File: src/rtl/add_rr_scheduler_if.sv
// Request/response bundle between NUM_REQ requesters, the shared adder scheduler and
// the downstream consumer. The scheduler takes the slave side.
interface add_rr_scheduler_if #(
  parameter int NUM_REQ = 4,
  parameter int WIDTH   = 32
);
  localparam int ID_W = $clog2(NUM_REQ);

  logic [NUM_REQ-1:0]       req_valid;
  logic [NUM_REQ-1:0]       req_ready;
  logic [NUM_REQ*WIDTH-1:0] req_a;
  logic [NUM_REQ*WIDTH-1:0] req_b;
  logic                     rsp_valid;
  logic                     rsp_ready;
  logic [ID_W-1:0]          rsp_id;
  logic [WIDTH-1:0]         rsp_c;

  modport master (
    output req_valid, req_a, req_b, rsp_ready,
    input  req_ready, rsp_valid, rsp_id, rsp_c
  );

  modport slave (
    input  req_valid, req_a, req_b, rsp_ready,
    output req_ready, rsp_valid, rsp_id, rsp_c
  );
endinterface

File: src/rtl/add_rr_scheduler.sv
// Round-robin scheduler sharing one 2-stage pipelined adder among NUM_REQ requesters;
// results return tagged with the requester index, in grant order.
module add_rr_scheduler #(
  parameter int NUM_REQ = 4,
  parameter int WIDTH   = 32
) (
  input logic clk,
  input logic rst,
  add_rr_scheduler_if.slave io_bus
);
  localparam int ID_W = $clog2(NUM_REQ);

  logic [ID_W-1:0]    r_rr_ptr;
  logic [WIDTH-1:0]   r_p0_a;
  logic [WIDTH-1:0]   r_p0_b;
  logic [ID_W-1:0]    r_p0_id;
  logic               r_p0_valid;
  logic [WIDTH-1:0]   r_p1_c;
  logic [ID_W-1:0]    r_p1_id;
  logic               r_p1_valid;

  logic               w_en0;
  logic               w_en1;
  logic [ID_W-1:0]    w_gnt;
  logic               w_found;
  logic [NUM_REQ-1:0] w_ready;
  logic               w_xfer;
  logic [WIDTH-1:0]   w_sel_a;
  logic [WIDTH-1:0]   w_sel_b;
  logic [ID_W-1:0]    w_next_ptr;

  assign w_en1 = !r_p1_valid || io_bus.rsp_ready;
  assign w_en0 = !r_p0_valid || w_en1;

  // Scan from farthest to nearest offset so the requester closest to r_rr_ptr wins.
  always_comb begin
    int idx;
    w_gnt   = '0;
    w_found = 1'b0;
    for (int k = NUM_REQ - 1; k >= 0; k--) begin
      idx = int'(r_rr_ptr) + k;
      if (idx >= NUM_REQ) idx = idx - NUM_REQ;
      if (io_bus.req_valid[idx]) begin
        w_gnt   = idx[ID_W-1:0];
        w_found = 1'b1;
      end
    end
  end

  always_comb begin
    w_sel_a = '0;
    w_sel_b = '0;
    for (int i = 0; i < NUM_REQ; i++) begin
      if (w_gnt == ID_W'(i)) begin
        w_sel_a = io_bus.req_a[i*WIDTH +: WIDTH];
        w_sel_b = io_bus.req_b[i*WIDTH +: WIDTH];
      end
    end
  end

  assign w_ready    = (w_found && w_en0 && !rst) ? (NUM_REQ'(1) << w_gnt) : '0;
  assign w_xfer     = |(w_ready & io_bus.req_valid);
  assign w_next_ptr = (w_gnt == ID_W'(NUM_REQ - 1)) ? '0 : w_gnt + ID_W'(1);

  assign io_bus.req_ready = w_ready;
  assign io_bus.rsp_valid = r_p1_valid;
  assign io_bus.rsp_id    = r_p1_id;
  assign io_bus.rsp_c     = r_p1_c;

  // A stalled stage 1 freezes stage 0 too, since w_en0 then requires p0 to be empty.
  always_ff @(posedge clk) begin
    if (rst) begin
      r_rr_ptr   <= '0;
      r_p0_a     <= '0;
      r_p0_b     <= '0;
      r_p0_id    <= '0;
      r_p0_valid <= 1'b0;
      r_p1_c     <= '0;
      r_p1_id    <= '0;
      r_p1_valid <= 1'b0;
    end else begin
      if (w_en1) begin
        r_p1_c     <= r_p0_a + r_p0_b;
        r_p1_id    <= r_p0_id;
        r_p1_valid <= r_p0_valid;
      end
      if (w_xfer) begin
        r_p0_a     <= w_sel_a;
        r_p0_b     <= w_sel_b;
        r_p0_id    <= w_gnt;
        r_p0_valid <= 1'b1;
        r_rr_ptr   <= w_next_ptr;
      end else if (w_en0) begin
        r_p0_valid <= 1'b0;
      end
    end
  end
endmodule

File: src/flat_wrapper.sv
// flat-port wrapper written by rule: the top's interface ports become plain ports
module add_rr_scheduler_flat 
#(
  parameter int NUM_REQ = 4,
  parameter int WIDTH   = 32
)
  (clk, rst, io_bus_req_valid, io_bus_req_a, io_bus_req_b, io_bus_rsp_ready, io_bus_req_ready, io_bus_rsp_valid, io_bus_rsp_id, io_bus_rsp_c);
  add_rr_scheduler_if #(.NUM_REQ(NUM_REQ), .WIDTH(WIDTH)) io_bus_i ();
  input logic clk;
  input logic rst;
  input wire logic [$bits(io_bus_i.req_valid)-1:0] io_bus_req_valid;
  input wire logic [$bits(io_bus_i.req_a)-1:0] io_bus_req_a;
  input wire logic [$bits(io_bus_i.req_b)-1:0] io_bus_req_b;
  input wire logic [$bits(io_bus_i.rsp_ready)-1:0] io_bus_rsp_ready;
  output wire logic [$bits(io_bus_i.req_ready)-1:0] io_bus_req_ready;
  output wire logic [$bits(io_bus_i.rsp_valid)-1:0] io_bus_rsp_valid;
  output wire logic [$bits(io_bus_i.rsp_id)-1:0] io_bus_rsp_id;
  output wire logic [$bits(io_bus_i.rsp_c)-1:0] io_bus_rsp_c;
  assign io_bus_i.req_valid = io_bus_req_valid;
  assign io_bus_i.req_a = io_bus_req_a;
  assign io_bus_i.req_b = io_bus_req_b;
  assign io_bus_i.rsp_ready = io_bus_rsp_ready;
  assign io_bus_req_ready = io_bus_i.req_ready;
  assign io_bus_rsp_valid = io_bus_i.rsp_valid;
  assign io_bus_rsp_id = io_bus_i.rsp_id;
  assign io_bus_rsp_c = io_bus_i.rsp_c;
  add_rr_scheduler #(.NUM_REQ(NUM_REQ), .WIDTH(WIDTH)) u_core (.clk(clk), .rst(rst), .io_bus(io_bus_i));
endmodule
File: config.mk
export PLATFORM = sky130hd
export DESIGN_NAME = add_rr_scheduler_flat
export DESIGN_NICKNAME = d
export VERILOG_FILES = /design/src/rtl/add_rr_scheduler_if.sv /design/src/rtl/add_rr_scheduler.sv /design/src/flat_wrapper.sv
export SDC_FILE = /design/constraint.sdc
export NUM_CORES = 1
export LEC_CHECK = 0
export CORE_AREA = 5 5 115 117
export DETAILED_ROUTE_END_ITERATION = 8
export DIE_AREA = 0 0 120 122
export DONT_BUFFER_PORTS = 1
export GPL_ROUTABILITY_DRIVEN = 0
export GPL_TIMING_DRIVEN = 0
export PLACE_DENSITY = 0.75
export SLEW_MARGIN = 20
export SYNTH_ARGS = -nofsm -noshare
export SYNTH_HDL_FRONTEND = slang
export SYNTH_SLANG_ARGS = --single-unit
export TNS_END_PERCENT = 10
File: constraint.sdc
create_clock -name clk -period 2.9 [get_ports clk]
set_input_delay 0.58 -clock clk [delete_from_list [all_inputs] [get_ports clk]]
set_output_delay 0.58 -clock clk [all_outputs]
set_load 0.01 [all_outputs]
== After elaboration in Yosys (flattened, before gate mapping) ==
Index checks and enable logic that the tools add are counted.
Cells by class
  add/sub/neg operators: 9
  $lt $le $gt $ge: 8
  eq/ne operators: 3
  shift-type cells: 1
  mux-type cells: 36
  bitwise gates (word level): 1
  reduce and logical (&&, ||, !) cells: 10
Operators with widths (number)
  $mux W32: 12
  $lt A32 B4 Y1 const B: 4
  $ge A32 B4 Y1 const B: 3
  $sub A32 B4 Y32 const B: 3
  $add A32 B32 Y32: 1
  $mux W1: 14
  $mux W2: 5
  $bmux W1 S2: 4
  $add A2 B2 Y3 const B: 2
  $and A4 B4 Y4: 1
  $eq A2 B2 Y1 const B: 2
  $mux W4: 1
  $reduce_or A4 Y1: 1
  $shl A1 B2 Y4 const A: 1
  $sub A2 B3 Y4 const B: 1
  $add A2 B1 Y3 const B: 1
  $ge A2 B3 Y1 const B: 1
  $logic_not A1 Y1: 3
  $add A2 B1 Y2 const B: 1
  $eq A2 B1 Y1 const B: 1
  $logic_and A1 B1 Y1: 2
  $logic_not A2 Y1: 1
  $logic_or A1 B1 Y1: 2
  $reduce_bool A2 Y1: 1
Storage, ports and cells
  flip-flop bits (word level): 104

== Logic depth before layout (Yosys ltp) ==
  word-level depth: 16
  depth in mapped cells: 15
  mapped depth without buffers: 13

== Worst setup path after synthesis ==
OpenSTA, ideal clock, no wires.
  path kind: input -> output
  start point: input port io_bus_req_valid[0]
  end point: output port io_bus_req_ready[3]
  arrival time: 2.185 ns
  required time: 2.320 ns
  slack: 0.135 ns
  stages on the path: 8
  path buffers: 2
  path through: inv_1 -> nor2_1 -> a211o_1 -> a21oi_1 -> ha_1 -> clkbuf_1 -> clkbuf_1 -> and2_1
On the way
  elaborated cells on any way between the ends: 24
  those cells by class: shift (1); mux (21); reduce/logical (2)
RTL lines
  from (decl): line flat_wrapper.sv:11  | input wire logic [$bits(io_bus_i.req_valid)-1:0] io_bus_req_valid;
  $bmux W1 S2: line add_rr_scheduler.sv:43  | if (io_bus.req_valid[idx]) begin
  $mux W1 (implied by the code) (2 in a row): line add_rr_scheduler.sv:43
  $mux W2 (3 in a row): line add_rr_scheduler.sv:43
  $mux W2 (*): line add_rr_scheduler.sv:43
  net u_core.w_gnt[0]: line add_rr_scheduler.sv:24  | logic [ID_W-1:0] w_gnt;
  $shl A1 B2 Y4 (*): line add_rr_scheduler.sv:61  | assign w_ready = (w_found && w_en0 && !rst) ? (NUM_REQ'(1) << w_gnt) : '0;
  $mux W4 (*): line add_rr_scheduler.sv:61
  to (decl): line flat_wrapper.sv:15  | output wire logic [$bits(io_bus_i.req_ready)-1:0] io_bus_req_ready;
The timed path passes the listed nets; every way through them passes the cells marked *. The select of a mux whose other input is x is not followed.

== Final worst setup path ==
  start point: register u_core.r_rr_ptr[0]
  end point: output port io_bus_req_ready[2]
On the way
  elaborated cells on any way between the ends: 39
  those cells by class: add/sub (7); order compare (4); shift (1); mux (25); reduce/logical (2)
RTL lines
  from (decl): line add_rr_scheduler.sv:13  | logic [ID_W-1:0] r_rr_ptr;
  from (signal assigned): line add_rr_scheduler.sv:92  | r_rr_ptr <= w_next_ptr;
  $add A2 B2 Y3: line add_rr_scheduler.sv:41  | idx = int'(r_rr_ptr) + k;
  $sub A32 B4 Y32 / $ge A32 B4 Y1 (equally long branches): line add_rr_scheduler.sv:42  | if (idx >= NUM_REQ) idx = idx - NUM_REQ;
  $mux W32: line add_rr_scheduler.sv:42
  $bmux W1 S2: line add_rr_scheduler.sv:43
  $mux W1 (implied by the code) (2 in a row): line add_rr_scheduler.sv:43
  $mux W2 (3 in a row): line add_rr_scheduler.sv:43
  $mux W2 (*): line add_rr_scheduler.sv:43
  net u_core.w_gnt[0]: line add_rr_scheduler.sv:24
  $shl A1 B2 Y4 (*): line add_rr_scheduler.sv:61
  $mux W4 (*): line add_rr_scheduler.sv:61
Marks and branches as above.

==> results.json <==
{
  "synth_cell_type_count": 51,
  "vias_per_cell": 6.650,
  "synth_nets": 1305,
  "rr_endpoint": "u_core.r_p0_b[0]",
  "cts_sinks": 104,
  "regArea_mm2": 0.002082,
  "rows": 41,
  "timing.rr.start": "u_core.io_bus.rsp_valid",
  "ff2ff_setup_slack_ns": 0.10,
  "worst_clock_skew_ns": 0.008388,
  "cts_post_setup_buffers_inserted": 0,
  "die-area_mm2": 0.01464,
  "ctsRootBufferMaster": "clkbuf_16",
  "setup_viol": 0,
  "synth_area_per_cell_um2": 7.073,
  "cp-startpoint": "u_core.r_rr_ptr[0]",
  "status": "finished, final reports clean",
  "endpoint": "io_bus_req_ready[2]",
  "path_max_fanout": 10,
  "routedWlPerCell_um": 22.95,
  "fmax_ghz": 0.3450,
  "required_ns": 2.32,
  "antenna_found_initial": 5,
  "yosys_warnings": 0,
  "fin_crit_sh_pct": 99.95,
  "synth_cells": 1006,
  "die_y_um": 122,
  "irDropWorstVdd_mv": 0.3392,
  "endpoint_kind": "output port",
  "drv_cap": 0,
  "drive_gt1_share_pct": 4.897,
  "die_x_um": 120,
  "fillers": 1201,
  "drc": 0,
  "p_per_area_mw_per_mm2": 637.5,
  "grt_start_max_net_pins": 20,
  "critPathArrivalTime_ns": 2.32,
  "route.met3.wl_mm": 2.738,
  "track_usage_pct": 35.20,
  "startpoint_type": "register",
  "yosys_most_used_dff": "dfxtp_1",
  "placed_cell_area_mm2": 0.007303,
  "critPathKind": "register to output port",
  "holdBufCountCts": 0,
  "cts_buffers": 9,
  "worstMarginPinSlew_ns": 0.7645,
  "initial_core_util_pct": 58.04,
  "wl_mm": 26.88,
  "cts-htree-levels": 3,
  "min_period_ns": 2.899,
  "synth_edf_count": 0,
  "ios": 302,
  "wl_met1_mm": 10.92,
  "slew_headroom_pct": 49.04,
  "grt-ovfl-total": 0,
  "maxSlewViolCount": 0,
  "coreArea_mm2": 0.01226,
  "num_vias": 7787,
  "hold_viol": 0,
  "syn-cell-area_mm2": 0.007116,
  "hpwlAfterDp_mm": 21.76,
  "fin_tns_setup_ns": 0,
  "cts.clk_slew.worst_paths_ns": 0.07,
  "worst_r2r_path_depth": 7,
  "dp_slack_ns": -0.6395,
  "clock_path_buffers": 2,
  "fin_nets": 1315,
  "wl_met2_mm": 12.37,
  "ant_nets": 0,
  "drtIter0Drc": 889,
  "setup_ws_ns": 0.001322,
  "drtPass1Iterations": 6,
  "io_buffer_count": 0,
  "ys_seq_area_share_pct": 29.26,
  "grt_pass1_vias": 7010,
  "synthArstFlopShare_pct": 0,
  "holdCritPathClass": "input port to register",
  "syn2layout_area_growth_pct": 8.300,
  "clk_latency_ns": 0.36,
  "final_cell_area_mm2": 0.007706,
  "top_layer_used": "met5",
  "grt_pass1_wl_mm": 39.85,
  "p_leak_nw": 2.970,
  "rsz0062_at_grt": "yes",
  "diodes": 0,
  "cts_tree": "yes",
  "multi_input_area_mm2": 0.004722,
  "ys_ff_latch": 104
}
[area by class of cell]
type | count | area share, %
buffer | 82 | 4.741
clock buffer | 14 | 3.686
clock inverter | 2 | 0.4546
sequential | 104 | 27.02
inverter | 8 | 0.3897
tap | 150 | 2.435
multi-input combinational | 811 | 61.28
[critical path, stage by stage (launching register included)]
cell,delay [ns]
dfxtp_1,0.38
nor2_1,0.08
a211o_1,0.31
a21oi_4,0.18
inv_1,0.08
ha_1,0.28
buf_4,0.22
clkbuf_4,0.20
and2_1,0.21
[layer usage]
metal,track usage [%],vias to the layer above
li1,-,3681
met1,47.35,3587
met2,55.81,446
met3,7.892,67
met4,12.31,6
met5,0,-
[flip-flops by register name (all words and copies together) (netlist names)]
signal and cells:
u_core.io_bus.rsp_id 2, u_core.r_p0_a 32, u_core.r_p0_b 32, u_core.io_bus.rsp_valid 1, u_core.r_rr_ptr 2, u_core.r_p0_id 2, u_core.io_bus.rsp_c 32, u_core.r_p0_valid 1
[power breakdown]
group          total, mW  switching, mW  internal, mW
Clock               1.30          0.539         0.763
Combinational       1.77           1.13         0.639
Sequential          1.84          0.201          1.64
[cells in the final DEF, fill, tap and decap left out, drive strengths merged, types with 2 or more instances in the layout]
cell type	instances
nand3	10
nand4	6
nor2	161
nor2b	3
o22ai	2
dfxtp	104
and2	5
nand2	128
nor3	9
and3	4
a211oi	8
nor4	3
xor2	11
a22oi	67
mux2i	2
a21boi	2
a211o	3
ha	35
o211ai	77
o221ai	4
a221oi	4
o21a	7
inv	8
o21ai	85
xnor2	12
a21o	17
clkbuf	84
a221o	2
or3	7
nand3b	4
nand2b	4
a21oi	116
buf	12
o32ai	2
[what timing repair did]
item	CTS	global route
resized for setup	17	33
pin swaps	1	2
setup endpoints to repair	69	68
[cell families after synthesis]
logic type | synth area share (%)
and+or+nand+nor | 20.40
xor gates and xnor gates | 2.831
adders and majority gates | 6.436
DFF | 29.26
muxes | 0.2814
buffers and inverters | 4.888
AOI/OAI and AO/OA | 35.91
[worst min path at each step]
| stage | start | to | slack (ns) | cells past startpoint |
|---|---|---|---|---|
| floorplan | u_core.r_p0_id[1] | u_core.io_bus.rsp_id[1] | 0.44 | 2 |
| global placement | u_core.r_p0_id[0] | u_core.io_bus.rsp_id[0] | 0.45 | 2 |
| detailed placement | u_core.r_p0_id[0] | u_core.io_bus.rsp_id[0] | 0.46 | 2 |
| CTS | rst | u_core.io_bus.rsp_c[10] | 0.42 | 2 |
| global route | rst | u_core.io_bus.rsp_c[10] | 0.44 | 2 |
| finish | rst | u_core.io_bus.rsp_c[27] | 0.42 | 2 |
[cell usage after synthesis, drive strengths merged, types with 9 or more instances]
master  number  area share, %
nand2      128            6.8
clkbuf      67            3.5
xor2        11            1.4
buf         16           0.93
o21ai       85            6.0
nor2       161            8.5
xnor2       12            1.5
a21oi      116            8.2
nor3         9           0.63
a22oi       67            7.1
o211ai      77            8.1
ha          35            6.2
a21o        17            1.8
nand3       10           0.70
dfxtp      104             29
[per-stage QoR]
| step | power, mW | utilization [%] | cells | hold WS, ns |
|---|---|---|---|---|
| after CTS | 4.835 | 62.48 | 1171 | 0.4229 |
| after global placement | 3.514 | 59.57 | 1156 | 0.4451 |
| after floorplan | 3.074 | - | 1006 | 0.4357 |
| after detailed placement | 3.541 | 59.57 | 1156 | 0.4579 |
| final | 4.913 | 62.85 | 1171 | 0.4202 |
| after global routing | 5.166 | 62.85 | 1171 | 0.4366 |
Power figures use the tool's default switching activity.
